`src/rtl/layer_seq.sv`:
```
// ---------------------------------------------------------------------------
// layer_seq -- sequencer for one fully-connected neural-network layer.
//
// Loads N_IN signed fixed-point activations from a valid/ready stream, then
// for each of N_OUT neurons reads N_IN weights plus one bias word from an
// external ROM (1-cycle read latency). It forms the dot product with one
// shared signed multiplier and one accumulator. The bias is added, the sum is
// rescaled by FRAC bits with a floor shift, saturated to DW bits, and each
// result is emitted on a valid/ready output stream.
//
// ROM layout: neuron j owns words j*(N_IN+1) .. j*(N_IN+1)+N_IN. The last of
// these words is the bias.
//
// Optional build macro:
//   LAYER_SEQ_RELU_EN  -- when defined, negative saturated results become 0.
//
// Ports:
//   clk        in   1     clock, rising edge
//   reset      in   1     synchronous, active-high reset
//   in_valid   in   1     activation beat valid
//   in_ready   out  1     activations accepted (IDLE/LOAD only)
//   in_data    in   DW    activation value (signed, FRAC fractional bits)
//   w_addr     out  AW    weight ROM address
//   w_data     in   DW    weight ROM data, one cycle after w_addr
//   out_valid  out  1     result valid (held until out_ready)
//   out_ready  in   1     result consumer ready
//   out_data   out  DW    saturated neuron result
//   out_idx    out  4     neuron index of out_data
//   busy       out  1     computing (not IDLE/LOAD)
//   done       out  1     one-cycle pulse after the last result handshake
// ---------------------------------------------------------------------------
module layer_seq #(
  parameter int N_IN  = 10,
  parameter int N_OUT = 8,
  parameter int DW    = 16,
  parameter int FRAC  = 8,
  parameter int AW    = 8
) (
  input  logic                 clk,
  input  logic                 reset,
  input  logic                 in_valid,
  output logic                 in_ready,
  input  logic signed [DW-1:0] in_data,
  output logic [AW-1:0]        w_addr,
  input  logic signed [DW-1:0] w_data,
  output logic                 out_valid,
  input  logic                 out_ready,
  output logic signed [DW-1:0] out_data,
  output logic [3:0]           out_idx,
  output logic                 busy,
  output logic                 done
);

  // The accumulator carries 4 guard bits, so up to 16 full-scale products
  // can be summed without wrapping.
  localparam int          ACCW   = 2 * DW + 4;
  localparam int          KW     = $clog2(N_IN + 1);
  localparam int          NW     = $clog2(N_IN);
  localparam logic [31:0] STRIDE = 32'(N_IN + 1);

  localparam logic signed [ACCW-1:0] SAT_MAX = {{(ACCW - DW + 1){1'b0}}, {(DW - 1){1'b1}}};
  localparam logic signed [ACCW-1:0] SAT_MIN = {{(ACCW - DW + 1){1'b1}}, {(DW - 1){1'b0}}};

  typedef enum logic [2:0] {
    IDLE,
    LOAD,
    ADDR,
    DRAIN,
    OUT
  } state_t;

  state_t                  r_state;
  state_t                  w_state_nxt;

  logic signed [DW-1:0]    r_act [N_IN];
  logic [NW-1:0]           r_n;
  logic [KW-1:0]           r_k;
  logic [3:0]              r_j;
  logic signed [ACCW-1:0]  r_acc;
  logic signed [DW-1:0]    r_out_data;
  logic [3:0]              r_out_idx;
  logic                    r_done;

  logic                    w_beat;
  logic                    w_last_k;
  logic                    w_last_j;
  logic signed [2*DW-1:0]  w_prod;
  logic signed [ACCW-1:0]  w_bias_ext;
  logic signed [ACCW-1:0]  w_sum;
  logic signed [ACCW-1:0]  w_shr;
  logic signed [DW-1:0]    w_sat;
  logic signed [DW-1:0]    w_res;

  // -------------------------------------------------------------------------
  // FSM state register
  // -------------------------------------------------------------------------
  // NOTE: every clocked block uses non-blocking (<=) assignments so that all
  // registers update together from values sampled before the edge.
  always_ff @(posedge clk) begin
    if (reset) r_state <= IDLE;
    else       r_state <= w_state_nxt;
  end

  assign w_last_k = (r_k == KW'(N_IN));
  assign w_last_j = (r_j == 4'(N_OUT - 1));

  // -------------------------------------------------------------------------
  // FSM next-state and state-decoded outputs
  // -------------------------------------------------------------------------
  // NOTE: each output of this block gets a default before the case statement.
  // That way no path leaves a signal unassigned, so no latch is inferred.
  always_comb begin
    w_state_nxt = r_state;
    in_ready    = 1'b0;
    out_valid   = 1'b0;
    busy        = 1'b0;
    case (r_state)
      IDLE: begin
        in_ready = 1'b1;
        if (in_valid) w_state_nxt = LOAD;
      end
      LOAD: begin
        in_ready = 1'b1;
        if (in_valid && (r_n == NW'(N_IN - 1))) w_state_nxt = ADDR;
      end
      ADDR: begin
        busy = 1'b1;
        if (w_last_k) w_state_nxt = DRAIN;
      end
      DRAIN: begin
        busy        = 1'b1;
        w_state_nxt = OUT;
      end
      OUT: begin
        busy      = 1'b1;
        out_valid = 1'b1;
        if (out_ready) w_state_nxt = w_last_j ? IDLE : ADDR;
      end
      default: w_state_nxt = IDLE;
    endcase
  end

  assign w_beat = in_valid && in_ready;

  // -------------------------------------------------------------------------
  // Activation storage
  // -------------------------------------------------------------------------
  // NOTE: the activation array has no reset. It is always fully rewritten by
  // a load before any neuron reads it, and leaving it unreset keeps it
  // mappable to plain RAM/flops without reset wiring.
  always_ff @(posedge clk) begin
    if (w_beat) r_act[r_n] <= in_data;
  end

  // -------------------------------------------------------------------------
  // Datapath: shared multiplier, accumulator, bias/rescale/saturate
  // -------------------------------------------------------------------------
  // The address issued while k>0 returns data one cycle later. That data is
  // the weight for act[k-1], so the multiplier always pairs with the previous
  // index. At k=0 the product is discarded.
  assign w_prod     = r_act[NW'(r_k - KW'(1))] * w_data;
  assign w_bias_ext = ACCW'(w_data) <<< FRAC;
  assign w_sum      = r_acc + w_bias_ext;
  assign w_shr      = w_sum >>> FRAC;

  always_comb begin
    if (w_shr > SAT_MAX)      w_sat = {1'b0, {(DW - 1){1'b1}}};
    else if (w_shr < SAT_MIN) w_sat = {1'b1, {(DW - 1){1'b0}}};
    else                      w_sat = w_shr[DW-1:0];
  end

`ifdef LAYER_SEQ_RELU_EN
  assign w_res = w_sat[DW-1] ? '0 : w_sat;
`else
  assign w_res = w_sat;
`endif

  always_ff @(posedge clk) begin
    if (reset) begin
      r_n        <= '0;
      r_k        <= '0;
      r_j        <= '0;
      r_acc      <= '0;
      r_out_data <= '0;
      r_out_idx  <= '0;
      r_done     <= 1'b0;
    end else begin
      r_done <= 1'b0;
      case (r_state)
        IDLE: begin
          if (w_beat) r_n <= r_n + NW'(1);
        end
        LOAD: begin
          if (w_beat) begin
            if (r_n == NW'(N_IN - 1)) begin
              r_n   <= '0;
              r_j   <= '0;
              r_k   <= '0;
              r_acc <= '0;
            end else begin
              r_n <= r_n + NW'(1);
            end
          end
        end
        ADDR: begin
          if (r_k != '0) r_acc <= r_acc + ACCW'(w_prod);
          // k parks on the bias address, so w_addr stays put through DRAIN/OUT.
          if (!w_last_k) r_k <= r_k + KW'(1);
        end
        DRAIN: begin
          r_out_data <= w_res;
          r_out_idx  <= r_j;
        end
        OUT: begin
          if (out_ready) begin
            r_k   <= '0;
            r_acc <= '0;
            if (w_last_j) begin
              r_j    <= '0;
              r_done <= 1'b1;
            end else begin
              r_j <= r_j + 4'd1;
            end
          end
        end
        default: ;
      endcase
    end
  end

  assign w_addr   = AW'(32'(r_j) * STRIDE + 32'(r_k));
  assign out_data = r_out_data;
  assign out_idx  = r_out_idx;
  assign done     = r_done;

endmodule

```
`config.mk`:
```
export PLATFORM = sky130hd
export DESIGN_NAME = layer_seq
export DESIGN_NICKNAME = d
export VERILOG_FILES = /design/src/rtl/layer_seq.sv
export SDC_FILE = /design/constraint.sdc
export NUM_CORES = 1
export LEC_CHECK = 0
export ABC_AREA = 0
export BUFFER_PORTS_ARGS = -buffer_cell sky130_fd_sc_hd__buf_2
export CAP_MARGIN = 20
export CELL_PAD_IN_SITES_DETAIL_PLACEMENT = 1
export CELL_PAD_IN_SITES_GLOBAL_PLACEMENT = 1
export CORE_MARGIN = 2
export CORE_UTILIZATION = 40
export CTS_BUF_LIST = sky130_fd_sc_hd__clkbuf_4 sky130_fd_sc_hd__clkbuf_8
export DETAILED_ROUTE_END_ITERATION = 7
export HOLD_SLACK_MARGIN = 0.06
export PLACE_DENSITY_LB_ADDON = 0.1
export SYNTH_ARGS = -nofsm -noshare
export SYNTH_HDL_FRONTEND = slang
export SYNTH_SLANG_ARGS = --single-unit
```
`constraint.sdc`:
```
create_clock -name clk -period 21.2 [get_ports clk]
set_input_delay 4.24 -clock clk [delete_from_list [all_inputs] [get_ports clk]]
set_output_delay 4.24 -clock clk [all_outputs]
set_load 0.03 [all_outputs]
```
==> results of run 1 <==
==> metrics by stage <==
stage | utilization | hold slack (ns) | area [um^2]
after floorplan | - | 0.436 | 22900
after global placement | 0.426 | 0.443 | 24100
after detailed placement | 0.428 | 0.448 | 24200
after CTS | 0.443 | 0.457 | 25000
after global routing | 0.444 | 0.482 | 25100
final | 0.444 | 0.453 | 25100
==> where the power goes <==
part	internal (mW)	leakage (nW)	switching (mW)	total, mW
registers	0.490	2.03	0.00204	0.492
logic	0.707	9.06	0.974	1.68
clock network	0.231	0.429	0.195	0.427
total	1.43	11.5	1.17	2.60
==> registers in the layout, summed over array words and instances (netlist names) <==
name,flops
r_state,3
out_idx,4
r_j,4
out_data,16
r_act,160
r_acc,36
r_k,4
done,1
r_n,4
==> per-layer routing <==
metal	share of wire	track usage	up-vias
met3	0.034	0.0301	74
li1	-	-	7294
met1	0.45	0.285	8167
met4	0.017	0.0388	4
met5	0.00041	0	-
met2	0.50	0.373	199
==> area by class of cell <==
class | instances | area (um^2) | area share
multi-input cells | 1458 | 14800 | 0.589
flip-flops and latches | 232 | 6250 | 0.249
inverters | 419 | 1570 | 0.0627
well taps | 756 | 946 | 0.0377
repair buffers | 102 | 726 | 0.0289
clock buffers | 54 | 662 | 0.0264
clock inverters | 18 | 160 | 0.00638
diodes | 1 | 2.50 | 0.0000997
==> synth_stat cells, drive strengths merged (28+ instances only) <==
cell	count	share of area
a21o	32	0.011
fa	318	0.28
xnor2	37	0.014
ha	160	0.087
clkbuf	66	0.011
and2	141	0.039
nor2	122	0.020
mux4	32	0.031
a211oi	28	0.0092
nand3	30	0.0068
dfxtp	72	0.063
edfxtp	160	0.21
a21oi	87	0.020
nand2	180	0.030
inv	418	0.069
==> path summary, 6_finish.rpt <==
path | to | slack (ns) | depth (start not counted)
hold reg to reg | out_idx[0] | 0.45 | 2
setup / recovery | r_acc[35] | 10.32 | 23
setup reg to reg | r_acc[35] | 11.48 | 29
hold / removal | out_idx[0] | 0.45 | 2
==> critical path: cells and delay by family <==
family          cells  cell delay, ns
xor+xnor            1            0.16
fa+ha+maj           7            3.49
simple gates        2            0.36
buf+inv             5            0.45
compound gates      8            2.61
==> cells by family after synthesis <==
kind of cell / synth area share
AOI/OAI and AO/OA: 0.0913
xor gates and xnor gates: 0.0230
adders and majority gates: 0.365
buffers and inverters: 0.0827
DFF: 0.273
muxes: 0.0398
and+or+nand+nor: 0.125
==> flow_summary.json, run 1 <==
{
  "syn-instance-count": 2186,
  "gp_congestion": 0.810,
  "cts_tree": "built",
  "coreArea_um2": 56500,
  "clk_latency_ns": 0.57,
  "ant_nets": 0,
  "cp_slowest_stage_delay_ns": 0.63,
  "n_fill_cell": 6253,
  "crit_slowest_cell": "a2111oi_2",
  "track_usage": 0.214,
  "nets": 2767,
  "ys_seq_area_frac": 0.273,
  "finalSetupViolations": 0,
  "start_util": 0.405,
  "p_leak_nw": 11.5,
  "period_share": 0.513,
  "cellPowerDensity_nw_per_um2": 104,
  "cts.hold.buffers_added": 0,
  "drt_wl_total_mm": 60.7,
  "critPathKind": "input pin to register",
  "cts.sinks": 232,
  "yosys_warnings": 0,
  "path_cells": "buf_2, and2_1, fa_1, inv_1, fa_1, fa_1, fa_1, inv_1, fa_1, inv_1, fa_1, inv_1, ha_1, a21oi_1, a21boi_0, a2111oi_2, o21ai_0, a21oi_1, nor3_1, o221ai_1, o311ai_0, xnor2_1, a22o_1",
  "setup_tns_ns": 0,
  "hold_violations": 0,
  "hold_start": "out_idx[0]",
  "syn_to_final_growth_pct": 9.61,
  "regToRegStartpoint": "r_k[0]",
  "synth_area_um2": 22900,
  "rows": 87,
  "die_w_um": 243,
  "async_reset_ff_frac": 0,
  "required_ns": 21.65,
  "vias_per_cell": 5.18,
  "crit_start": "w_data[4]",
  "grt_pass1_vias": 17800,
  "syn-num-nets": 2700,
  "fp.dieH_um": 243,
  "cts_inserted_buffers": 40,
  "max-vdd-ir-drop_mv": 0.0896,
  "wire_per_inst_um": 20.0,
  "hold_class": "register to register",
  "worst_pin_slew_ns": 1.16,
  "cts_buffer_depth": 3,
  "max_slew_margin": 0.224,
  "numPortBuffers": 67,
  "yosysUniqueCellTypes": 85,
  "clk_pin_slew_ns": 0.06,
  "dr.pass1.iters": 5,
  "maxCapViolations": 0,
  "drive_gt1_frac": 0.102,
  "post_cts_buffers": 0,
  "ys_ff_latch": 232,
  "final_common_cell": "inv_1",
  "critical_path_peak_fanout": 17,
  "crit_top_cell": "fa_1",
  "drt_iter0_drc": 601,
  "fmax_mhz": 91.9,
  "layout_common_cells": "inv_1 (418), fa_1 (318), nand2_1 (179), ha_1 (160), edfxtp_1 (160)",
  "ys.flop_type": "edfxtp_1",
  "cts_repair_resize_count": 0,
  "grt_antenna_before_repair": 7,
  "cts_max_level": 2,
  "p_total_mw": 2.60,
  "setup_ws_ns": 10.32,
  "ios": 68,
  "outcome": "complete, no violations",
  "fp.dieArea_um2": 59200,
  "worstSetupStartpointType": "input pin",
  "end_kind": "register",
  "dp_hpwl_mm": 46.4,
  "cts_root_buffer": "clkbuf_8",
  "synth_area_per_cell_um2": 10.5,
  "dp_cells": 2964,
  "cp.arrival_ns": 11.33,
  "fin_crit_ns": 10.88,
  "grt_start_max_net_pins": 77,
  "drv_slew": 0,
  "grt_pass1_wl_mm": 99.7,
  "synth_edf_count": 160,
  "pre_cts_slack_ns": 9.68,
  "drcViolationCount": 0,
  "num_vias": 15700,
  "layoutNonFillerInstCount": 3040,
  "rsz0062_at_grt": "false",
  "fin_worst_skew_ns": 0.0267,
  "grt_overflow_total": 0
}
Power figures use the tool's default switching activity.
==> run 2, diff against run 1 <==
==> constraint.sdc (replaced) <==
create_clock -name clk -period 9.9 [get_ports clk]
set_input_delay 1.98 -clock clk [delete_from_list [all_inputs] [get_ports clk]]
set_output_delay 1.98 -clock clk [all_outputs]
set_load 0.03 [all_outputs]
==> run 2 against run 1 <==
Effect of this change:
- worst hold slack lost 0.00092 ns
- routed wire length up 0.48%
- critical path depth rose by 6
- via count is 0.61% lower
- utilization is essentially flat
- critical endpoint unchanged
- non-clock buffer count increased by 7
- setup slack got worse by 9.7 ns
- first-iteration DRC count grew 7.8%
- clock power increased by 120%
- register-to-register slack got worse by 11 ns
- cell count is 0.23% higher
- sequential power is 110% higher
==> flow_summary.json, run 2 (synthesis results as in run 1) <==
{
  "grt_antenna_before_repair": 5,
  "worstSetupStartpointType": "register",
  "fp.dieArea_um2": 59200,
  "grt_start_max_net_pins": 41,
  "drt_wl_total_mm": 61.0,
  "p_int_mw": 3.09,
  "syn_to_final_growth_pct": 9.71,
  "nets": 2774,
  "regMostFlops": "r_act",
  "p_leak_nw": 11.5,
  "grt.met2_usage": 0.370,
  "r2r-end": "r_acc[35]",
  "cts.hold.buffers_added": 0,
  "cts.sinks": 232,
  "crit_top_cell": "fa_1",
  "switching_share": 0.449,
  "use_met1": 0.299,
  "critPathKind": "register to register",
  "fin_worst_skew_ns": 0.0352,
  "max_slew_margin": 0.290,
  "fp.dieH_um": 243,
  "cts_buffer_depth": 3,
  "clk_latency_ns": 0.56,
  "end_kind": "register",
  "dr.pass1.iters": 5,
  "cp_slowest_stage_delay_ns": 0.82,
  "drv_slew": 0,
  "crit_start": "r_k[1]",
  "num_vias": 15600,
  "coreArea_um2": 56500,
  "final_common_cell": "inv_1",
  "hold_start": "out_idx[2]",
  "wire_per_inst_um": 20.0,
  "grt_pass1_wl_mm": 100,
  "ff2ff_path_depth": 29,
  "hold_class": "register to register",
  "setup_tns_ns": 0,
  "post_cts_buffers": 0,
  "fmax_mhz": 108,
  "setup_ws_ns": 0.659,
  "grt_overflow_total": 0,
  "cts_repair_resize_count": 0,
  "drt_iter0_drc": 648,
  "comb_power_share": 0.645,
  "crit_buf_inv": 7,
  "pwr-share-seq": 0.188,
  "cellPowerDensity_nw_per_um2": 223,
  "critical_path_peak_fanout": 12,
  "vias_per_cell": 5.13,
  "max-vdd-ir-drop_mv": 0.179,
  "track_usage": 0.215,
  "reg2reg_slack_ns": 0.66,
  "drcViolationCount": 0,
  "met3_usage": 0.0234,
  "cp.arrival_ns": 9.69,
  "numPortBuffers": 67,
  "drive_gt1_frac": 0.104,
  "hold_end": "out_idx[2]",
  "rows": 87,
  "clk_pin_slew_ns": 0.07,
  "pre_cts_slack_ns": 0.629,
  "cts_max_level": 2,
  "clkPwrFrac": 0.167,
  "regToRegStartpoint": "r_k[1]",
  "rsz0062_at_grt": "false",
  "dp_hpwl_mm": 48.0,
  "outcome": "complete, no violations",
  "grt-busiest-layer": "met2",
  "required_ns": 10.35,
  "gp_congestion": 0.816,
  "power.switching_mw": 2.52,
  "worst_pin_slew_ns": 1.07,
  "crit_slowest_cell": "a21oi_1",
  "crit_family": "adder cells",
  "maxCapViolations": 0,
  "layout_common_cells": "inv_1 (418), fa_1 (318), nand2_1 (179), ha_1 (160), edfxtp_1 (160)",
  "cts_root_buffer": "clkbuf_8",
  "die_w_um": 243,
  "ant_nets": 0,
  "ios": 68,
  "start_util": 0.405,
  "hold_violations": 0,
  "period_share": 0.933,
  "largest_reg_flops": 160,
  "fin_crit_ns": 9.24,
  "grt_pass1_vias": 17600,
  "cts_inserted_buffers": 40,
  "finalSetupViolations": 0,
  "hold-path-cell-count": 2,
  "cts_tree": "built"
}
run 2: cell types whose count changed in the layout (fill, tap and decap cells not counted):
cell	delta
buf_16	-3
buf_4	+9
bufinv_16	+2
clkbuf_8	-1
clkinvlp_4	+1
clkbuf_4	-5
inv_12	-1
clkinv_2	+2
buf_12	+1
clkinv_1	+2
run 2: area by class of cell:
class,instances,area [um^2]
clock buffers,48,611
diodes,1,2.50
repair buffers,109,731
fillers,6235,31400
inverters,419,1570
flip-flops and latches,232,6250
well taps,756,946
clock inverters,24,229
multi-input cells,1458,14800
run 2: worst reg2reg max path, delay by kind of cell, from the launching register on:
kind	cells	cell delay [ns]
adders and majority gates	8	3.73
AOI/OAI and AO/OA	9	3.25
buffers and inverters	7	0.83
DFF	1	0.42
muxes	2	0.41
and+or+nand+nor	2	0.33
xor gates and xnor gates	1	0.17
run 2: worst max path at each step:
stage	to	slack, ns	cells past startpoint
after floorplan	r_acc[35]	0.16	35
after global placement	r_acc[35]	0.82	24
after detailed placement	r_acc[35]	0.63	30
after CTS	r_acc[35]	0.61	30
after global routing	r_acc[35]	0.09	30
final	r_acc[35]	0.66	29
run 2: power by group through the flow:
stage	clock, mW	combinational (mW)	sequential, mW
2_1_floorplan	0	2.78	1.07
3_3_place_gp	0	3.58	1.07
3_5_place_dp	0	3.62	1.07
4_1_cts	0.963	3.67	1.05
5_1_grt	1.00	4.17	1.05
6_report	0.938	3.62	1.05
run 2: per-stage QoR:
step           std cells  area (um^2)  utilization  hold slack, ns  power [mW]
2_1_floorplan       2186        22900            -           0.436        3.86
3_3_place_gp        2970        24200        0.428           0.443        4.65
3_5_place_dp        2971        24200        0.428           0.443        4.70
4_1_cts             3043        25000        0.443           0.453        5.69
5_1_grt             3046        25100        0.445           0.481        6.22
6_report            3047        25100        0.445           0.452        5.61
run 2: routing by layer:
layer	vias up	wire length [um]
met5	-	41
met4	6	751
met3	57	1650
met2	165	30200
met1	8116	28400
li1	7298	-
==> run 3, diff against run 2 <==
--- a/config.mk
+++ b/config.mk
@@ -10,7 +10,7 @@
 export CAP_MARGIN = 20
 export CELL_PAD_IN_SITES_DETAIL_PLACEMENT = 1
 export CELL_PAD_IN_SITES_GLOBAL_PLACEMENT = 1
-export CORE_MARGIN = 2
+export CORE_ASPECT_RATIO = 0.7
 export CORE_UTILIZATION = 40
 export CTS_BUF_LIST = sky130_fd_sc_hd__clkbuf_4 sky130_fd_sc_hd__clkbuf_8
 export DETAILED_ROUTE_END_ITERATION = 7
==> run 3 against run 2 <==
Effect of this change:
- flip-flop and latch count is the same
- combinational power grew 4%
- the flow now finishes with violations (DRC)
- register-to-register slack gained 0.24 ns
- sequential power is essentially flat
- via count grew 1.3%
- largest cell class unchanged
- highest routed layer is now met4
- utilization grew 0.17 points
- global-route usage grew 2.1 points
==> flow_summary.json, run 3 (synthesis results as in run 1) <==
{
  "fmax_mhz": 111,
  "crit_slowest_cell": "ha_1",
  "cts_inserted_buffers": 37,
  "max_slew_margin": 0.291,
  "crit_family": "adder cells",
  "cts.hold.buffers_added": 0,
  "grt-busiest-layer": "met1",
  "p_leak_nw": 11.5,
  "cp_slowest_stage_delay_ns": 0.60,
  "multi_input_area_um2": 14800,
  "setup_tns_ns": 0,
  "wire_per_inst_um": 21.6,
  "cts_max_level": 2,
  "critical_path_peak_fanout": 26,
  "placed_area_um2": 24200,
  "critPathKind": "register to register",
  "drt_iter0_drc": 965,
  "cellPowerDensity_nw_per_um2": 226,
  "worst_pin_slew_ns": 1.06,
  "grt_start_max_net_pins": 77,
  "cp.arrival_ns": 9.44,
  "cts_repair_resize_count": 0,
  "layout_common_cells": "inv_1 (418), fa_1 (318), nand2_1 (179), ha_1 (160), edfxtp_1 (160)",
  "hold_class": "register to register",
  "outcome": "finished with violations",
  "post_cts_buffers": 0,
  "fin_worst_skew_ns": 0.0253,
  "coreArea_um2": 55900,
  "gp_congestion": 0.853,
  "track_usage": 0.236,
  "met3_usage": 0.0589,
  "regArea_um2": 6250,
  "grt.met2_usage": 0.311,
  "fp.dieArea_um2": 58200,
  "vias_per_cell": 5.26,
  "final_common_cell": "inv_1",
  "clk_pin_slew_ns": 0.06,
  "hold_violations": 0,
  "required_ns": 10.34,
  "rows": 72,
  "rsz0062_at_grt": "false",
  "maxCapViolations": 0,
  "grt_antenna_before_repair": 2,
  "n_fill_cell": 6204,
  "worstSetupStartpointType": "register",
  "drive_gt1_frac": 0.100,
  "drv_slew": 0,
  "final_area_um2": 24900,
  "syn_to_final_growth_pct": 8.88,
  "crit_top_cell": "fa_1",
  "dp_hpwl_mm": 51.8,
  "ios": 68,
  "grt_pass1_vias": 17400,
  "drcViolationCount": 8,
  "cts.sinks": 232,
  "max-vdd-ir-drop_mv": 0.169,
  "grt_pass1_wl_mm": 105,
  "grt_overflow_total": 0,
  "use_met1": 0.390,
  "nets": 2763,
  "period_share": 0.909,
  "num_vias": 15800,
  "violations": "DRC",
  "fin_crit_ns": 9.00,
  "fp.dieH_um": 202,
  "end_kind": "register",
  "cts_root_buffer": "clkbuf_8",
  "start_util": 0.410,
  "die_w_um": 288,
  "largest_reg_flops": 160,
  "regMostFlops": "r_act",
  "numPortBuffers": 67,
  "clk_latency_ns": 0.55,
  "finalSetupViolations": 0,
  "cts_tree": "built",
  "cts_buffer_depth": 3,
  "ant_nets": 0,
  "drt_wl_total_mm": 65.2,
  "crit_buf_inv": 7,
  "dr.pass1.iters": 7
}
[run 3: cell types whose count changed in the layout (fill, tap and decap cells not counted), sizes merged]
cell,before,now
diode,1,2
inv,420,419
buf,109,101
clkinvlp,2,0
clkbuf,48,53
bufinv,4,1
clkinv,17,6
[run 3: final cells by class]
class                      instances  area share
tap                              740      0.0371
antenna                            2    0.000201
timing repair buffer             101      0.0282
clock inverter                     7     0.00241
inverter                         419      0.0631
clock buffer                      53      0.0255
multi-input combinational       1458       0.593
sequential                       232       0.251
[run 3: worst min-delay path, cell delays in order, from the launching register on]
cell and delay (ns):
dfxtp_1 0.31, nand2_1 0.05, a21oi_1 0.05
[run 3: power by group]
part / total (mW) / switching, mW / internal, mW
clock network: 0.821 / 0.385 / 0.437
registers: 1.05 / 0.00434 / 1.05
logic: 3.77 / 2.22 / 1.55
total: 5.64 / 2.61 / 3.03
[run 3: final timing paths]
check                           startpoint         end  slack (ns)  depth (start not counted)
worst min register to register  out_idx[2]  out_idx[2]        0.46                          2
worst min-delay path            out_idx[2]  out_idx[2]        0.46                          2
worst max-delay path                r_k[1]   r_acc[35]        0.90                         29
worst max register to register      r_k[1]   r_acc[35]        0.90                         29
[run 3: metal layers]
layer,share of wire,vias up
li1,-,7252
met1,0.53,8174
met2,0.39,374
met3,0.072,40
met4,0.0068,0
met5,0,-
[run 3: through the flow]
| step | std cells | setup WS, ns | power [mW] | hold WS (ns) | util |
|---|---|---|---|---|---|
| floorplan | 2186 | 0.157 | 3.86 | 0.436 | - |
| global placement | 2944 | 1.01 | 4.73 | 0.444 | 0.431 |
| detailed placement | 2949 | 0.891 | 4.78 | 0.452 | 0.434 |
| CTS | 3009 | 0.865 | 5.67 | 0.462 | 0.446 |
| global route | 3010 | 0.284 | 6.24 | 0.487 | 0.446 |
| finish | 3012 | 0.904 | 5.64 | 0.460 | 0.446 |
